===== config.mk =====
export PLATFORM = sky130hd
export DESIGN_NAME = if_fetch_unit
export DESIGN_NICKNAME = d
export VERILOG_FILES = /design/src/rtl/if_fetch_unit_pkg.sv /design/src/rtl/if_fetch_unit_ifid_reg.sv /design/src/rtl/if_fetch_unit.sv
export SDC_FILE = /design/constraint.sdc
export NUM_CORES = 1
export LEC_CHECK = 0
export CORE_MARGIN = 2
export CORE_UTILIZATION = 55
export CTS_CLUSTER_DIAMETER = 30
export CTS_CLUSTER_SIZE = 24
export DETAILED_ROUTE_END_ITERATION = 8
export DONT_BUFFER_PORTS = 1
export PLACE_DENSITY = 0.66
export SETUP_SLACK_MARGIN = 0.5
export SYNTH_ARGS = -nofsm -noshare
export SYNTH_HDL_FRONTEND = slang
export SYNTH_SLANG_ARGS = --single-unit

===== constraint.sdc =====
create_clock -name clk -period 4.92 [get_ports clk]
set_clock_uncertainty 0.15 [all_clocks]
set_input_delay 0 -clock clk [delete_from_list [all_inputs] [get_ports clk]]
set_output_delay 0 -clock clk [all_outputs]
set_load 0.005 [all_outputs]

===== src/rtl/if_fetch_unit_pkg.sv =====
// Shared widths, encodings and the IF/ID bundle
// for the instruction-fetch stage.
package if_fetch_unit_pkg;

  localparam int WORD_W = 32;
  localparam int IMEM_AW_DEF = 10;

  typedef logic [WORD_W-1:0] word_bus_t;
  typedef logic [IMEM_AW_DEF-1:0] imem_addr_bus_t;

  localparam word_bus_t NOP = 32'h0000_0000;

  typedef enum logic [1:0] {
    BOOT  = 2'd0,
    RUN   = 2'd1,
    FAULT = 2'd2
  } fetch_state_t;

  typedef struct packed {
    word_bus_t instr;
    word_bus_t pc;
    word_bus_t pc4;
    logic      valid;
  } if_id_t;

endpackage


===== src/rtl/if_fetch_unit_ifid_reg.sv =====
// IF/ID pipeline register with hold,
// bubble and load controls.
module ifid_reg
  import if_fetch_unit_pkg::*;
(
  input  logic      clk,
  input  logic      rst_n,
  input  logic      hold,
  input  logic      bubble,
  input  if_id_t    d,
  output if_id_t    q
);

  // Hold beats bubble beats load; a bubble keeps pc info.
  always_ff @(posedge clk or negedge rst_n) begin
    if (!rst_n) begin
      q <= '0;
    end else begin
      unique case (1'b1)
        hold: q <= q;
        bubble: begin
          q.instr <= NOP;
          q.pc    <= d.pc;
          q.pc4   <= d.pc4;
          q.valid <= 1'b0;
        end
        default: q <= d;
      endcase
    end
  end

endmodule


===== src/rtl/if_fetch_unit.sv =====
// Fetch stage: PC register, next-PC select
// and BOOT/RUN/FAULT control.
module if_fetch_unit
  import if_fetch_unit_pkg::*;
#(
  parameter logic [31:0] RESET_PC = 32'h0000_0000,
  parameter int          IMEM_AW  = 10
) (
  input  logic               clk,
  input  logic               rst_n,
  input  logic               stall_i,
  input  logic               flush_i,
  input  logic               redirect_valid_i,
  input  logic [31:0]        redirect_pc_i,
  output logic [IMEM_AW-1:0] imem_addr_o,
  input  logic [31:0]        imem_data_i,
  output logic [31:0]        pc_o,
  output logic [31:0]        ifid_instr_o,
  output logic [31:0]        ifid_pc_o,
  output logic [31:0]        ifid_pc4_o,
  output logic               ifid_valid_o,
  output logic               fault_o
);

  fetch_state_t state;
  word_bus_t    pc;
  word_bus_t    pc4;
  logic         misaligned;
  logic         run;
  logic         take_fault;
  logic         take_hold;
  logic         take_redir;
  logic         take_flush;
  logic         ifid_hold;
  logic         ifid_bubble;
  if_id_t       ifid_d;
  if_id_t       ifid_q;

  assign pc4 = pc + 32'd4;
  assign misaligned = redirect_valid_i
                    & (redirect_pc_i[1:0] != 2'b00);

  // Mutually exclusive RUN actions in priority order.
  always_comb begin
    run        = (state == RUN);
    take_fault = run & misaligned;
    take_hold  = run & stall_i & ~misaligned;
    take_redir = run & ~stall_i & redirect_valid_i
               & ~misaligned;
    take_flush = run & ~stall_i & ~redirect_valid_i
               & flush_i;
  end

  assign ifid_hold   = (state == BOOT) | take_hold;
  assign ifid_bubble = (state == FAULT) | take_fault
                     | take_redir | take_flush;

  // PC and state; fault flag latches until reset.
  always_ff @(posedge clk or negedge rst_n) begin
    if (!rst_n) begin
      state   <= BOOT;
      pc      <= RESET_PC;
      fault_o <= 1'b0;
    end else begin
      unique case (state)
        BOOT: state <= RUN;
        RUN: begin
          unique case (1'b1)
            take_fault: begin
              state   <= FAULT;
              fault_o <= 1'b1;
            end
            take_hold:  pc <= pc;
            take_redir: pc <= redirect_pc_i;
            default:    pc <= pc4;
          endcase
        end
        default: state <= FAULT;
      endcase
    end
  end

  assign ifid_d = '{
    instr: imem_data_i,
    pc:    pc,
    pc4:   pc4,
    valid: 1'b1
  };

  ifid_reg u_ifid (
    .clk    (clk),
    .rst_n  (rst_n),
    .hold   (ifid_hold),
    .bubble (ifid_bubble),
    .d      (ifid_d),
    .q      (ifid_q)
  );

  assign imem_addr_o  = pc[IMEM_AW+1:2];
  assign pc_o         = pc;
  assign ifid_instr_o = ifid_q.instr;
  assign ifid_pc_o    = ifid_q.pc;
  assign ifid_pc4_o   = ifid_q.pc4;
  assign ifid_valid_o = ifid_q.valid;

endmodule


==> flow_summary.json <==
{
  "setup_viol": 0,
  "die_y_um": 108.1,
  "clk_pin_slew_ns": 0.06,
  "path_class": "flop to flop",
  "cts_htree_levels": 4,
  "cp_data_arrival_time_ns": 3.09,
  "setup_tns_ns": 0,
  "whs_endpoint": "pc_o[28]",
  "r2r_cells": 5,
  "rr_startpoint": "state[0]",
  "crit_path_max_fanout": 15,
  "antenna_found_initial": 0,
  "wl_met3_um": 1359,
  "vias_per_cell": 5.890,
  "power_uw": 3077,
  "synth_cell_types": 56,
  "floorplan.initialDensity_pct": 55.77,
  "grt_pass1_wl_um": 25100,
  "finalHoldViolations": 0,
  "p_leak_uw": 0.003380,
  "ios": 209,
  "layout.nets": 733,
  "grt_pass1_vias": 4841,
  "multi_input_area_sq_um": 2370,
  "fp.dieArea_sq_um": 11700,
  "synth_fp_nets": 674,
  "die_w_um": 108.1,
  "cellPowerDensity_nw_per_um2": 408.6,
  "r2r-end": "pc_o[2]",
  "antenna_cells": 0,
  "detail_route.drc_violations": 0,
  "register_area_sq_um": 3253,
  "synth_edf_count": 0,
  "synthArstFlopShare_pct": 100.0,
  "num_rows": 38,
  "area_growth_syn_to_layout_pct": 26.26,
  "drv_slew": 0,
  "route.met2.wl_um": 7711,
  "status": "complete, no violations",
  "irDropWorstVdd_mv": 0.2187,
  "m1WireLength_um": 6491,
  "final_cells": 815,
  "grt_max_degree": 111,
  "grt_setup_unrepaired": "no",
  "netlist_area_sq_um": 5966,
  "insertion_delay_ns": 0.52,
  "antenna_left": 0,
  "maxCapViolations": 0,
  "cts_sinks": 130,
  "clk_path_buf_depth": 2,
  "fillers": 791,
  "ys_ff_latch": 130,
  "period_needed_ns": 2.817,
  "maxSlewHeadroom_pct": 22.64,
  "routedWlPerCell_um": 19.44,
  "fmax_ghz": 0.3549,
  "post-route-period-util_pct": 57.26,
  "cts_root_buffer": "clkbuf_8",
  "holdCritPathClass": "input port to flop",
  "place.gp.congestion": 0.8367,
  "yosysSeqAreaShare_pct": 54.53,
  "ff2ff_setup_slack_ns": 2.10,
  "drive_gt1_share_pct": 7.259,
  "hold_depth": 2,
  "endpoint_kind": "flop",
  "firstDrtPassIters": 5,
  "synth_flop_cell": "dfrtp_1",
  "dr.max_layer_used": "met4",
  "required_ns": 5.20,
  "worst_slew_pin_slew_ns": 1.158,
  "num_vias": 4800,
  "coreArea_sq_um": 10700,
  "drtIter0Drc": 343,
  "hpwl_um": 9092,
  "avgSynthCellArea_sq_um": 9.877,
  "hp-start": "redirect_pc_i[28]",
  "gr-total-overflow": 0,
  "yosys_warnings": 0,
  "critPathLaunchType": "flop",
  "wirelength_um": 15840,
  "track_usage_pct": 28.04,
  "port_buffers": 0,
  "cts_buffers": 17,
  "placed_cells": 683,
  "cts_tree": "done",
  "synthCells": 604
}
area by class of cell:
class	count	area share (%)
clock inverter	12	2.724
clock buffer	19	5.864
inverter	7	0.3488
timing repair buffer	103	14.09
sequential	130	43.19
multi-input combinational	404	31.46
tap	140	2.326
how the worst max path moves through the flow:
stage	start	end	slack [ns]	cells past startpoint
2_1_floorplan	pc_o[2]	pc_o[24]	2.87	7
3_3_place_gp	state[1]	pc_o[30]	2.53	4
3_5_place_dp	state[0]	pc_o[26]	2.43	4
4_1_cts	state[0]	pc_o[2]	2.17	5
5_1_grt	state[0]	pc_o[2]	1.91	5
6_report	state[0]	pc_o[2]	2.10	5
cells in the mapped netlist, types with 2 or more instances:
| cell type | count | share of area [%] |
|---|---|---|
| a31oi_1 | 2 | 0.21 |
| buf_2 | 14 | 1.2 |
| dfrtp_1 | 130 | 55 |
| xor2_1 | 15 | 2.2 |
| inv_1 | 7 | 0.44 |
| nor2_1 | 21 | 1.3 |
| nor3_1 | 7 | 0.59 |
| a21o_1 | 3 | 0.38 |
| nand2_1 | 138 | 8.7 |
| or4_1 | 3 | 0.38 |
| and2_1 | 5 | 0.52 |
| a221o_1 | 5 | 0.84 |
| or2_2 | 2 | 0.21 |
| a22o_1 | 34 | 5.0 |
| o311ai_0 | 3 | 0.44 |
| and4_1 | 6 | 0.88 |
| o21ai_1 | 10 | 0.84 |
| a31o_2 | 2 | 0.29 |
| clkbuf_1 | 30 | 1.9 |
| o21ai_0 | 31 | 2.6 |
| a22oi_1 | 9 | 1.1 |
| o22ai_1 | 6 | 0.63 |
| o311ai_1 | 4 | 0.59 |
| nand4_1 | 10 | 1.0 |
| mux2i_1 | 2 | 0.34 |
| and3_1 | 4 | 0.42 |
| a2bb2oi_1 | 2 | 0.29 |
| a21oi_1 | 19 | 1.6 |
| buf_4 | 17 | 2.1 |
| a211o_1 | 2 | 0.29 |
| nand3_1 | 21 | 1.8 |
| nor4_1 | 2 | 0.21 |
| xnor2_1 | 13 | 1.9 |
| o21a_1 | 2 | 0.25 |
| nor3b_2 | 2 | 0.42 |
kinds of logic after synthesis:
group | count (synthesis) | synth area share, %
adders and majority gates | 1 | 0.2097
muxes | 2 | 0.3356
xor gates and xnor gates | 28 | 4.111
buffers and inverters | 70 | 5.914
and+or+nand+nor | 232 | 18.52
AOI/OAI and AO/OA | 141 | 16.38
DFF | 130 | 54.53
state kept, by name (all words and copies together), names as in the netlist:
name	flops
fault_o	1
pc_o	32
state	2
u_ifid.q	95
layout by cell type (no fill, tap or decap), types with 3 or more instances in the layout:
cell	n
a22oi_1	9
bufinv_16	5
xnor2_1	13
nor3_1	7
and4_1	6
o311ai_0	3
a221o_1	5
o21ai_0	31
o22ai_1	6
nor2_1	21
nand4_1	10
clkinv_4	3
nand2_1	137
and2_1	5
clkbuf_16	16
or4_1	3
a21o_1	3
inv_1	7
nand3_1	21
dlygate4sd3_1	99
o21ai_1	10
and3_1	4
o311ai_1	4
xor2_1	15
clkbuf_8	3
a22o_1	34
dfrtp_1	130
a21oi_1	19
critical path: stages (launching register included):
cell and delay, ns:
dfrtp_1 0.47, nor3b_2 0.34, and2_0 0.75, o221ai_1 0.28, dlygate4sd3_1 0.64, o21ai_0 0.09
routing by layer:
layer | global-route usage, % | vias up
li1 | - | 2217
met4 | 9.707 | 0
met5 | 0 | -
met1 | 34.45 | 2352
met2 | 45.51 | 210
met3 | 10.67 | 21
metrics by stage:
| stage | util, % | worst slack (ns) | hold WS (ns) | area (sq um) |
|---|---|---|---|---|
| global placement | 54.58 | 2.526 | -0.4426 | 5839 |
| floorplan | - | 2.866 | -0.4456 | 5966 |
| finish | 70.41 | 2.103 | 0.03034 | 7532 |
| detailed placement | 54.58 | 2.432 | -0.4430 | 5839 |
| global route | 70.41 | 1.907 | 0.03182 | 7532 |
| CTS | 70.41 | 2.173 | 0.0006234 | 7532 |
power breakdown:
part	switching [uW]	internal (uW)	total [uW]	leakage (uW)
clock	473	901	1370	0.000310
combinational	192	170	362	0.00152
sequential	145	1200	1340	0.00155
total	810	2270	3080	0.00338
timing repair:
item	4_1_cts	5_1_grt
buffers inserted	0	0
setup endpoints to repair	0	0
hold buffers	101	0
endpoints found under the hold margin	205	0
gates resized for setup	0	0
(Power assumes the default switching activity.)
